==> config.mk <==
export PLATFORM = sky130hd
export DESIGN_NAME = ex_wb_pipe_reg
export DESIGN_NICKNAME = d
export VERILOG_FILES = /design/src/rtl/ex_wb_pipe_reg_pkg.sv /design/src/rtl/ex_wb_pipe_reg_skid_lane.sv /design/src/rtl/ex_wb_pipe_reg.sv
export SDC_FILE = /design/constraint.sdc
export NUM_CORES = 1
export LEC_CHECK = 0
export BUFFER_PORTS_ARGS = -buffer_cell sky130_fd_sc_hd__buf_4
export CORE_MARGIN = 4
export CORE_UTILIZATION = 53
export DETAILED_ROUTE_END_ITERATION = 7
export HOLD_SLACK_MARGIN = 0.03
export PLACE_DENSITY = 0.86
export SETUP_SLACK_MARGIN = 0.2
export SLEW_MARGIN = 20
export SYNTH_ARGS = -nofsm -noshare
export SYNTH_HDL_FRONTEND = slang
export SYNTH_SLANG_ARGS = --single-unit
==> constraint.sdc <==
create_clock -name clk -period 1.7 [get_ports clk]
set_clock_uncertainty 0.05 [all_clocks]
set_input_delay 0 -clock clk [delete_from_list [all_inputs] [get_ports clk]]
set_output_delay 0 -clock clk [all_outputs]
set_load 0.01 [all_outputs]
==> src/rtl/ex_wb_pipe_reg_pkg.sv <==
// Shared widths and the EX->WB result entry layout for the result pipeline register.
package pipe_pkg;

    localparam int DATA_W_DEF = 32;
    localparam int REG_AW_DEF = 5;
    localparam int TAG_W_DEF  = 5;

    typedef struct packed {
        logic                  we;
        logic [REG_AW_DEF-1:0] dst;
        logic [TAG_W_DEF-1:0]  tag;
        logic [DATA_W_DEF-1:0] data;
    } result_t;

endpackage

==> src/rtl/ex_wb_pipe_reg_skid_lane.sv <==
// One result lane: main register M feeding the output, skid register S behind it.
// Optional tag-kill support is compiled in with KILL_EN.
module skid_lane
    import pipe_pkg::*;
#(
    parameter int DATA_W = DATA_W_DEF,
    parameter int REG_AW = REG_AW_DEF,
    parameter int TAG_W  = TAG_W_DEF
) (
    input  logic              clk,
    input  logic              rst,
    input  logic              flush,
`ifdef KILL_EN
    input  logic              kill_valid,
    input  logic [TAG_W-1:0]  kill_tag,
`endif
    input  logic              in_valid,
    output logic              in_ready,
    input  logic              in_we,
    input  logic [REG_AW-1:0] in_dst,
    input  logic [TAG_W-1:0]  in_tag,
    input  logic [DATA_W-1:0] in_data,
    output logic              out_valid,
    input  logic              out_ready,
    output logic              out_we,
    output logic [REG_AW-1:0] out_dst,
    output logic [TAG_W-1:0]  out_tag,
    output logic [DATA_W-1:0] out_data
);

    typedef struct packed {
        logic              we;
        logic [REG_AW-1:0] dst;
        logic [TAG_W-1:0]  tag;
        logic [DATA_W-1:0] data;
    } entry_t;

    entry_t m_reg;
    entry_t s_reg;
    entry_t in_entry;
    logic   m_valid_reg;
    logic   s_valid_reg;

    logic in_fire;
    logic out_fire;
    logic m_kill;
    logic s_kill;
    logic in_kill;
    logic m_free;
    logic s_live;
    logic in_store;

    assign in_entry = {in_we, in_dst, in_tag, in_data};
    assign in_fire  = in_valid & ~s_valid_reg;
    assign out_fire = m_valid_reg & out_ready;

`ifdef KILL_EN
    assign m_kill  = kill_valid & m_valid_reg & (m_reg.tag == kill_tag);
    assign s_kill  = kill_valid & s_valid_reg & (s_reg.tag == kill_tag);
    assign in_kill = kill_valid & (in_tag == kill_tag);
`else
    assign m_kill  = 1'b0;
    assign s_kill  = 1'b0;
    assign in_kill = 1'b0;
`endif

    // M can take a new entry this edge if it is empty, being consumed, or being killed.
    assign m_free   = ~m_valid_reg | out_fire | m_kill;
    assign s_live   = s_valid_reg & ~s_kill;
    assign in_store = in_fire & ~in_kill;

    always_ff @(posedge clk) begin
        if (rst) begin
            m_valid_reg <= 1'b0;
            s_valid_reg <= 1'b0;
            m_reg       <= '0;
            s_reg       <= '0;
        end else if (flush) begin
            m_valid_reg <= 1'b0;
            s_valid_reg <= 1'b0;
        end else if (s_live && m_free) begin
            m_reg       <= s_reg;
            m_valid_reg <= 1'b1;
            s_valid_reg <= 1'b0;
        end else if (in_store && m_free) begin
            m_reg       <= in_entry;
            m_valid_reg <= 1'b1;
            s_valid_reg <= 1'b0;
        end else if (in_store) begin
            s_reg       <= in_entry;
            s_valid_reg <= 1'b1;
        end else begin
            if (m_free) begin
                m_valid_reg <= 1'b0;
            end
            s_valid_reg <= s_live;
        end
    end

    // in_ready comes straight from the skid flag, so out_ready never reaches it combinationally.
    assign in_ready  = ~s_valid_reg;
    assign out_valid = m_valid_reg;
    assign out_we    = m_reg.we;
    assign out_dst   = m_reg.dst;
    assign out_tag   = m_reg.tag;
    assign out_data  = m_reg.data;

endmodule

==> src/rtl/ex_wb_pipe_reg.sv <==
// Multi-lane EX->WB result pipeline register; each lane is an independent skid buffer.
// Define KILL_EN to add kill_valid/kill_tag tag-based squash across all lanes.
module ex_wb_pipe_reg
    import pipe_pkg::*;
#(
    parameter int LANES  = 2,
    parameter int DATA_W = DATA_W_DEF,
    parameter int REG_AW = REG_AW_DEF,
    parameter int TAG_W  = TAG_W_DEF
) (
    input  logic                    clk,
    input  logic                    rst,
    input  logic                    flush,
`ifdef KILL_EN
    input  logic                    kill_valid,
    input  logic [TAG_W-1:0]        kill_tag,
`endif
    input  logic [LANES-1:0]        in_valid,
    output logic [LANES-1:0]        in_ready,
    input  logic [LANES-1:0]        in_we,
    input  logic [LANES*REG_AW-1:0] in_dst,
    input  logic [LANES*TAG_W-1:0]  in_tag,
    input  logic [LANES*DATA_W-1:0] in_data,
    output logic [LANES-1:0]        out_valid,
    input  logic [LANES-1:0]        out_ready,
    output logic [LANES-1:0]        out_we,
    output logic [LANES*REG_AW-1:0] out_dst,
    output logic [LANES*TAG_W-1:0]  out_tag,
    output logic [LANES*DATA_W-1:0] out_data
);

    for (genvar gi = 0; gi < LANES; gi++) begin : g_lane
        skid_lane #(
            .DATA_W (DATA_W),
            .REG_AW (REG_AW),
            .TAG_W  (TAG_W)
        ) u_lane (
            .clk        (clk),
            .rst        (rst),
            .flush      (flush),
`ifdef KILL_EN
            .kill_valid (kill_valid),
            .kill_tag   (kill_tag),
`endif
            .in_valid   (in_valid[gi]),
            .in_ready   (in_ready[gi]),
            .in_we      (in_we[gi]),
            .in_dst     (in_dst[gi*REG_AW +: REG_AW]),
            .in_tag     (in_tag[gi*TAG_W +: TAG_W]),
            .in_data    (in_data[gi*DATA_W +: DATA_W]),
            .out_valid  (out_valid[gi]),
            .out_ready  (out_ready[gi]),
            .out_we     (out_we[gi]),
            .out_dst    (out_dst[gi*REG_AW +: REG_AW]),
            .out_tag    (out_tag[gi*TAG_W +: TAG_W]),
            .out_data   (out_data[gi*DATA_W +: DATA_W])
        );
    end

endmodule

==> results by stage, run 1 <==
Outcome:
- The run finished with clean final reports.

STA:
- The count of pins over their slew limit is 0.
- Setup repair after global routing could not meet its margin everywhere.
- For the pin with the worst max-slew slack, the measured transition is 0.6162 ns.
- Setup violations remaining at the end of the flow were counted as 0.
- The minimum clock period after layout is 1.536 ns.
- The maximum clock frequency is 651.0 MHz.
- The remaining max-slew budget at the tightest pin is 0.5892.
- The count of endpoints failing hold in the final timing report came to 0.
- After routing, the total negative slack on setup checks comes to 0 ns.
- Setup slack closes at 0.1638 ns.
- In the finished design, the share of the clock period the worst path needs comes to 0.9036.

Logic synthesis:
- The number of distinct library cells after synthesis is 24.
- The mapped netlist covers 7989 µm².
- In this run, synthesis produced a sequential element count of 176.
- The compound-cell area share of the yosys netlist was 0.1970.
- Of the post-synthesis cell area, the part taken by muxes is 0.1078.
- The number of nets handed over by synthesis was a little under 1k.
- The cell count after synthesis came out at slightly below 900.
- By area, the combinational part of the netlist is dominated by compound AO/OA/AOI/OAI gates.
- Sorting the synthesized cells by area gives the leading types as sky130_fd_sc_hd__dfxtp_1 44%, sky130_fd_sc_hd__mux2i_1 11%, sky130_fd_sc_hd__a221oi_1 9.2%.
- For this run, the register share of the synthesized area comes to 0.4410.
- The share of synthesized area in the top cell type comes to 0.4410.
- Of the total synthesized cell area, the portion taken by AND, OR, NAND and NOR gates is 0.1334.
- The biggest area contributor in the post-synthesis netlist is sky130_fd_sc_hd__dfxtp_1.
- The average instance in the mapped netlist occupies around 9 µm².
- The share of the synthesized netlist area taken by xor and xnor gates is 0.
- Yosys printed 0 warnings.
- Of the total synthesized cell area, the portion taken by full adders, half adders and majority gates is 0.

Worst setup path:
- The maximum fanout encountered on the critical timing path is 6.
- The critical register-to-register path startpoint is g_lane[1].u_lane.out_valid$_SDFFE_PP0P_.
- The count of cells along the worst register-to-register path is 5.
- The startpoint type of the worst setup path is a primary input.
- The required time of the worst setup path is 2.00 ns.
- The setup check on the worst reg-to-reg path leaves a slack of 0.17 ns.
- The critical path starts at out_ready[1].
- The capture instance of the worst register-to-register path is g_lane[1].u_lane.s_reg[9]$_SDFFE_PP0P_.
- The element type at the critical path end is a flip-flop.
- STA puts the critical path data arrival time at 1.84 ns.
- The critical path ends at g_lane[1].u_lane.s_reg[9]$_SDFFE_PP0P_.
- The critical path class is primary input to flip-flop.

Die:
- The core region is about 15000 µm².
- The initial utilization of the core area, before any placement, comes to 0.5455.
- The floorplan step defined a die boundary enclosing 17100 µm².
- During I/O placement, the number of pins put on the boundary was 183.
- The die span in x is 130.8 µm.
- The die height is 130.8 µm.
- In this run the core area contains 44 standard-cell rows.

Drt:
- Once detail routing completed, the nets flagged for antenna violations numbered 0.
- For this block, the via count after detailed routing is 7689.
- The average detailed-routed wire length per instance is 18.37 µm.
- The first detailed-routing pass ran for 5 iterations.
- In this run, the number of DRC markers left after iteration 0 of detailed routing was 703.
- After detailed routing, the number of vias per cell comes to 5.786.
- The count of unresolved DRC violations after routing is 0.
- The routed design has 24.41 mm of wire.

Cells and area:
- The area of combinational cells with multiple inputs is 3536 µm².
- The fraction of layout cells with a size suffix above 1 is 0.2358.
- From synthesis to final layout, the design area changed by 39.31%.
- The area taken by flip-flops and latches is 3528 µm².
- The repair_antennas step left the layout with diodes totalling 0.
- The area of all placed cells without fillers is 11130 µm².
- The filler cells instantiated in the layout total 942.
- The final cell count without fillers is 1329.
- The final-stage net count is approximately 1.2k.
- The flip-flop count of the largest register, all copies and words added is 86.

Placed design:
- The number of port buffers is around 180.
- Summing all placed instances gives a cell area of slightly above 9000 µm².
- After legalization and detailed placement, the total HPWL measured 12.46 mm.
- The global placer's final weighted congestion is 0.7458.
- Including well taps, the total number of placed cells is around 1.2k.
- OpenSTA, run right after detailed placement, puts the worst setup slack at 0.1973 ns.

CTS:
- The clock tree synthesis step divided the H-tree into 4 levels.
- The clock transition time at the flip-flop clock pins of the worst setup and hold paths is 0.06 ns.
- The maximum clock insertion buffer count is 2.
- The tree is rooted in a sky130_fd_sc_hd__clkbuf_16.
- CTS saw 176 sinks.
- The clock latency reported for the late side of the worst-skew pair is 0.42 ns.
- The number of clock buffers added by TritonCTS is 17.
- The CTS tree is done.

Min path:
- The worst hold-check path type is primary input to flip-flop.
- The startpoint identified for the worst hold timing path is in_tag[8].
- Along the worst hold path, the cell count comes to 4.

Global routing:
- After global routing the overflow that remains totals 0.
- The first global-routing pass estimated 35.78 mm of wire.
- Entering global routing, the biggest net connects between 70 and 80 pins.
- The number of antenna violations at the first check in global routing is 0.
- The via count of the first global-routing pass is 7430.
- The global-route usage over all layers is 0.2600.

Power:
- In this run the static leakage power is between 4 and 5 nW.
- After layout, the design draws a total of 10.30 mW.
- The power density over cell area is 925.2 nW/µm².
- The worst-case vdd ir drop is about 0.9 mV.

Run:
- The tool flagged a number of max-cap violations equal to 0.
==> report_power, final <==
group	switching, mW	internal (mW)	leakage, nW
Sequential	0.139	4.35	1.44
Combinational	0.742	0.861	3.00
Clock	1.62	2.58	0.307
==> worst min path at each step <==
| stage | end | slack, ns |
|---|---|---|
| final | g_lane[1].u_lane.s_reg[35]$_SDFFE_PP0P_ | 0.34 |
| after global routing | g_lane[1].u_lane.s_reg[37]$_SDFFE_PP0P_ | 0.35 |
| after CTS | g_lane[0].u_lane.s_reg[31]$_SDFFE_PP0P_ | 0.32 |
| after detailed placement | g_lane[0].u_lane.s_reg[21]$_SDFFE_PP0P_ | 0.22 |
| after global placement | g_lane[0].u_lane.s_reg[21]$_SDFFE_PP0P_ | 0.22 |
| after floorplan | g_lane[0].u_lane.out_valid$_SDFFE_PP0P_ | 0.03 |
==> per-stage QoR <==
step / util / hold WS [ns]
2_1_floorplan: - / 0.02847
3_3_place_gp: 0.6319 / 0.2166
3_5_place_dp: 0.6319 / 0.2222
4_1_cts: 0.7408 / 0.3221
5_1_grt: 0.7600 / 0.3450
6_report: 0.7600 / 0.3400
==> Yosys cell counts <==
cell and instances:
sky130_fd_sc_hd__nor2b_1 2, sky130_fd_sc_hd__buf_6 12, sky130_fd_sc_hd__o211a_1 4, sky130_fd_sc_hd__nor4_1 2, sky130_fd_sc_hd__inv_1 87, sky130_fd_sc_hd__nand2_1 172
sky130_fd_sc_hd__buf_1 4, sky130_fd_sc_hd__clkbuf_1 25, sky130_fd_sc_hd__mux2i_1 86, sky130_fd_sc_hd__buf_8 4, sky130_fd_sc_hd__nand2b_4 2, sky130_fd_sc_hd__buf_12 4
sky130_fd_sc_hd__inv_4 1, sky130_fd_sc_hd__nor2_1 86, sky130_fd_sc_hd__o211ai_1 2, sky130_fd_sc_hd__a21oi_4 2, sky130_fd_sc_hd__dfxtp_1 176, sky130_fd_sc_hd__nor3b_1 2
sky130_fd_sc_hd__a211oi_1 2, sky130_fd_sc_hd__nor4b_2 2, sky130_fd_sc_hd__buf_2 33, sky130_fd_sc_hd__a221oi_1 84, sky130_fd_sc_hd__o22a_1 84, sky130_fd_sc_hd__buf_4 11
==> metal layers <==
layer,share of wire,GRT usage,wire length (µm),vias up
met5,0,0,0,-
met4,0.034,0.1264,826,0
met3,0.059,0.04959,1445,70
met2,0.51,0.4578,12330,372
met1,0.40,0.3027,9804,3706
li1,-,-,-,3541
==> logic make-up (layout without fill, tap and decap cells) <==
family                 count (synthesis)  count (layout)
AND/OR/NAND/NOR                      268             268
buffers and inverters                181             437
AO/OA/AOI/OAI                        178             178
flip-flops                           176             176
multiplexers                          86              86
==> final cells by class <==
type,count,share of cell area
multi-input cells,532,0.3177
flip-flops and latches,176,0.3170
repair buffers,317,0.2576
clock buffers,23,0.04295
inverters,88,0.03013
well taps,184,0.02069
clock inverters,9,0.01394
==> critical path, stage by stage <==
cell and delay (ns):
sky130_fd_sc_hd__dlygate4sd3_1 0.55, sky130_fd_sc_hd__buf_4 0.15, sky130_fd_sc_hd__nand2b_4 0.17, sky130_fd_sc_hd__nor4b_4 0.41, sky130_fd_sc_hd__clkbuf_16 0.23, sky130_fd_sc_hd__buf_12 0.12
sky130_fd_sc_hd__mux2i_1 0.19
==> repair_timing <==
action,in CTS,in global routing
resized for setup,0,15
gates cloned,1,7
setup buffers,1,12
endpoints found under the hold margin,171,0
hold buffers,92,0
setup endpoints to repair,21,81
pin swaps,1,2
==> cells in the final DEF (no fill, tap or decap) <==
cell / netlist / layout
sky130_fd_sc_hd__o211a_1: 4 / 4
sky130_fd_sc_hd__nand2b_4: 2 / 2
sky130_fd_sc_hd__a221oi_1: 84 / 83
sky130_fd_sc_hd__buf_8: 4 / 1
sky130_fd_sc_hd__o22a_1: 84 / 84
sky130_fd_sc_hd__a211oi_1: 2 / 2
sky130_fd_sc_hd__nand2_1: 172 / 172
sky130_fd_sc_hd__dfxtp_1: 176 / 172
sky130_fd_sc_hd__nor2_1: 86 / 86
sky130_fd_sc_hd__nor4_1: 2 / 2
sky130_fd_sc_hd__dfxtp_2: 0 / 4
sky130_fd_sc_hd__clkinvlp_4: 0 / 1
sky130_fd_sc_hd__a21oi_4: 2 / 2
sky130_fd_sc_hd__mux2i_2: 0 / 3
sky130_fd_sc_hd__o211ai_1: 2 / 2
sky130_fd_sc_hd__buf_6: 12 / 5
sky130_fd_sc_hd__nor4b_4: 0 / 2
sky130_fd_sc_hd__buf_12: 4 / 10
sky130_fd_sc_hd__inv_4: 1 / 2
sky130_fd_sc_hd__clkinv_2: 0 / 2
sky130_fd_sc_hd__clkbuf_8: 0 / 3
sky130_fd_sc_hd__bufinv_16: 0 / 4
sky130_fd_sc_hd__nor3b_1: 2 / 2
sky130_fd_sc_hd__inv_1: 87 / 86
sky130_fd_sc_hd__a221oi_2: 0 / 1
sky130_fd_sc_hd__nor2b_1: 2 / 2
sky130_fd_sc_hd__clkbuf_1: 25 / 3
sky130_fd_sc_hd__buf_4: 11 / 203
sky130_fd_sc_hd__clkinv_4: 0 / 2
sky130_fd_sc_hd__mux2i_1: 86 / 83
sky130_fd_sc_hd__dlygate4sd3_1: 0 / 92
sky130_fd_sc_hd__clkbuf_16: 0 / 23
(Power assumes the default switching activity.)
==> run 2: changes to the inputs <==
--- a/config.mk
+++ b/config.mk
@@ -6,8 +6,10 @@
 export NUM_CORES = 1
 export LEC_CHECK = 0
 export BUFFER_PORTS_ARGS = -buffer_cell sky130_fd_sc_hd__buf_4
+export CELL_PAD_IN_SITES_DETAIL_PLACEMENT = 1
+export CELL_PAD_IN_SITES_GLOBAL_PLACEMENT = 2
 export CORE_MARGIN = 4
-export CORE_UTILIZATION = 53
+export CORE_UTILIZATION = 32
 export DETAILED_ROUTE_END_ITERATION = 7
 export HOLD_SLACK_MARGIN = 0.03
 export PLACE_DENSITY = 0.86
==> constraint.sdc (replaced) <==
create_clock -name clk -period 1.7 [get_ports clk]
set_clock_uncertainty 0.05 [all_clocks]
set_input_delay 0 -clock clk [delete_from_list [all_inputs] [get_ports clk]]
set_output_delay 0 -clock clk [all_outputs]
set_load 0.02 [all_outputs]
==> run 2 against run 1 <==
Net effect:
- count of clock-buffer cells in the layout is 4 lower
- critical path depth is 2 lower
- final area is 0.53% higher
- sequential power hardly changed
- fmax is 5.6% higher
- via count is 5.0% lower
- register-to-register slack better by 0.08 ns
- largest cell class is now flip-flops and latches
- largest power group unchanged
==> results by stage, run 2 (synthesized netlist as in run 1, its figures left out) <==
CTS:
- The number of buffers added by the clock tree synthesis step came to 17 (unchanged).
- The library cell used as clock root buffer is sky130_fd_sc_hd__clkbuf_16 (unchanged).
- The CTS tree is done (unchanged).
- The clock transition time at the flip-flop clock pins of the worst setup and hold paths is 0.07 ns (was 0.06 ns).
- The total number of clock tree sinks came to 176 (unchanged).
- The depth of the CTS H-tree is 4 (unchanged).
- The clock latency reported for the late side of the worst-skew pair was 0.43 ns (was 0.42 ns).
- The maximum clock insertion buffer count is 2 (unchanged).

Cells and area:
- The final-stage net count was 1216 (was 1225).
- The fraction of layout cells with a size suffix above 1 is 0.2280 (was 0.2358).
- Most frequent cells in the layout: 193 x sky130_fd_sc_hd__buf_4, 173 x sky130_fd_sc_hd__dfxtp_1, 172 x sky130_fd_sc_hd__nand2_1 (was 203 x sky130_fd_sc_hd__buf_4, 172 x sky130_fd_sc_hd__nand2_1, 172 x sky130_fd_sc_hd__dfxtp_1).
- The most common cell after layout, fill and taps aside is sky130_fd_sc_hd__buf_4 (unchanged).
- The flip-flop count of the largest register, all copies and words added is 86 (unchanged).
- The synthesis-to-layout area growth was 40.05% (was 39.31%).
- The number of antenna diodes came to 0 (unchanged).

STA:
- RSZ-0062 raised after global routing: true (unchanged).
- The count of pins over their slew limit is 0 (unchanged).
- The remaining max-slew budget at the tightest pin is 0.6566 (was 0.5892).
- The accumulated negative setup slack is 0 ns (unchanged).
- The minimum clock period after layout is 1.455 ns (was 1.536 ns).
- The pin slew with the least headroom to its limit is 0.5151 ns (was 0.6162 ns).
- The part of the cycle the worst path needs was 0.8558 (was 0.9036).
- The maximum clock frequency is 687.4 MHz (was 651.0 MHz).
- The count of endpoints failing hold in the final timing report is 0 (unchanged).
- The count of endpoints failing setup in the final report came to 0 (unchanged).
- The final setup slack of the worst path is 0.2452 ns (was 0.1638 ns).

Die:
- The core area is 24460 µm² (was 14640 µm²).
- The die outline area came to 27560 µm² (was 17100 µm²).
- The cell row count is 57 (was 44).
- The starting density of the core is 0.3266 (was 0.5455).
- The number of I/O pins is 183 (unchanged).
- The die span in x was 166.0 µm (was 130.8 µm).
- The die height was 166.0 µm (was 130.8 µm).

Global routing:
- The pin count of the biggest net entering global routing came to 85 (was 73).
- The via count of the first global-routing pass is 7580 (was 7430).
- The total grt overflow is 0 (unchanged).
- The number of antenna violations at the first check in global routing came to 0 (unchanged).
- The global-route usage over all layers was 0.1750 (was 0.2600).
- The wire length of the first global-routing pass is 40.07 mm (was 35.78 mm).

Outcome:
- Outcome: complete, no violations (unchanged).

Drt:
- The via density per instance is 5.005 (was 5.786).
- The routed wire length came to 25.75 mm (was 24.41 mm).
- The number of routed nets with antenna violations is 0 (unchanged).
- The count of unresolved DRC violations after routing is 0 (unchanged).
- The number of design-rule violations left by the first detailed-router iteration is 346 (was 703).
- The first-pass detailed-route iteration total is 4 (was 5).
- The total vias in the final route was 7307 (was 7689).
- The average detailed-routed wire length per instance came to 17.64 µm (was 18.37 µm).

Worst setup path:
- The maximum fanout encountered on the critical timing path came to 11 (was 6).
- The startpoint type of the worst setup path is a flip-flop (was primary input).
- The critical path class is flip-flop to flip-flop (was primary input to flip-flop).
- The required time of the worst setup path is 2.00 ns (about the same).
- The arrival time of data at the critical path endpoint is 1.75 ns (was 1.84 ns).
- The element type at the critical path end is a flip-flop (unchanged).

Run:
- The number of max-capacitance violations reported is 0 (unchanged).

Power:
- The worst-case vdd ir drop is 0.5119 mV (was 0.9214 mV).
- The power density over cell area is 918.1 nW/µm² (was 925.2 nW/µm²).
- The leakage power is 4.681 nW (was 4.748 nW).

Placed design:
- The number of port buffers is 182 (unchanged).
- The global placer's final weighted congestion is 0.7038 (was 0.7458).
- The minimum setup slack after placement is 0.1380 ns (was 0.1973 ns).
- The detailed placer's ending HPWL was 15.12 mm (was 12.46 mm).

Min path:
- The worst hold-check path type is primary input to flip-flop (unchanged).
[run 2: what timing repair did]
item	CTS	global route
setup buffers	1	3
pin swaps	1	1
gates resized for setup	1	13
gates cloned	1	7
hold buffers	92	0
setup endpoints to repair	44	91
endpoints found under the hold margin	172	0
[run 2: final cells by class]
type	instances	area, µm²
Timing Repair Buffer	308	2809
Inverter	88	335.3
Clock buffer	19	442.9
Fill cell	2783	13270
Tap cell	324	405.4
Clock inverter	13	143.9
Sequential cell	176	3530
Multi-Input combinational cell	532	3522
[run 2: path summary, 6_finish.rpt]
path                                                              start                                      end  slack, ns  cells past startpoint
worst max-delay path            g_lane[0].u_lane.out_valid$_SDFFE_PP0P_  g_lane[0].u_lane.s_reg[35]$_SDFFE_PP0P_       0.25                      5
worst min-delay path                                        in_valid[0]     g_lane[0].u_lane.s_live$_SDFFE_PP0N_       0.14                      4
worst max register to register  g_lane[0].u_lane.out_valid$_SDFFE_PP0P_  g_lane[0].u_lane.s_reg[35]$_SDFFE_PP0P_       0.25                      5
worst min register to register   g_lane[0].u_lane.s_reg[5]$_SDFFE_PP0P_   g_lane[0].u_lane.s_reg[5]$_SDFFE_PP0P_       0.41                      2
[run 2: metrics by stage]
stage	util	instance area, µm²	total power [mW]	std cells	hold WS (ns)
2_1_floorplan	-	7989	5.439	889	0.02847
3_3_place_gp	0.3860	9442	6.126	1324	0.2185
3_5_place_dp	0.3860	9442	6.157	1324	0.2249
4_1_cts	0.4490	10980	10.37	1450	0.1052
5_1_grt	0.4574	11190	10.71	1460	0.1306
6_report	0.4574	11190	10.27	1460	0.1358
[run 2: critical path: stages (launching register included)]
cell	delay, ns
sky130_fd_sc_hd__dfxtp_1	0.38
sky130_fd_sc_hd__nand2b_4	0.11
sky130_fd_sc_hd__nor4b_4	0.23
sky130_fd_sc_hd__buf_6	0.19
sky130_fd_sc_hd__buf_12	0.17
sky130_fd_sc_hd__mux2i_2	0.23
[run 2: where the power goes]
part / total, mW / internal (mW) / leakage, nW / switching (mW)
clock: 4.02 / 2.13 / 0.287 / 1.89
combinational: 1.77 / 0.868 / 2.95 / 0.898
sequential: 4.48 / 4.35 / 1.44 / 0.135
[run 2: per-layer routing]
metal  routed length [µm]  share of wire  GRT usage  vias up
met4                  329          0.013    0.05022        0
met1                11840           0.46     0.2243     3622
met2                12780           0.50     0.3018      136
met3                  800          0.031    0.03190       21
met5                    0              0          0        -
li1                     -              -          -     3528
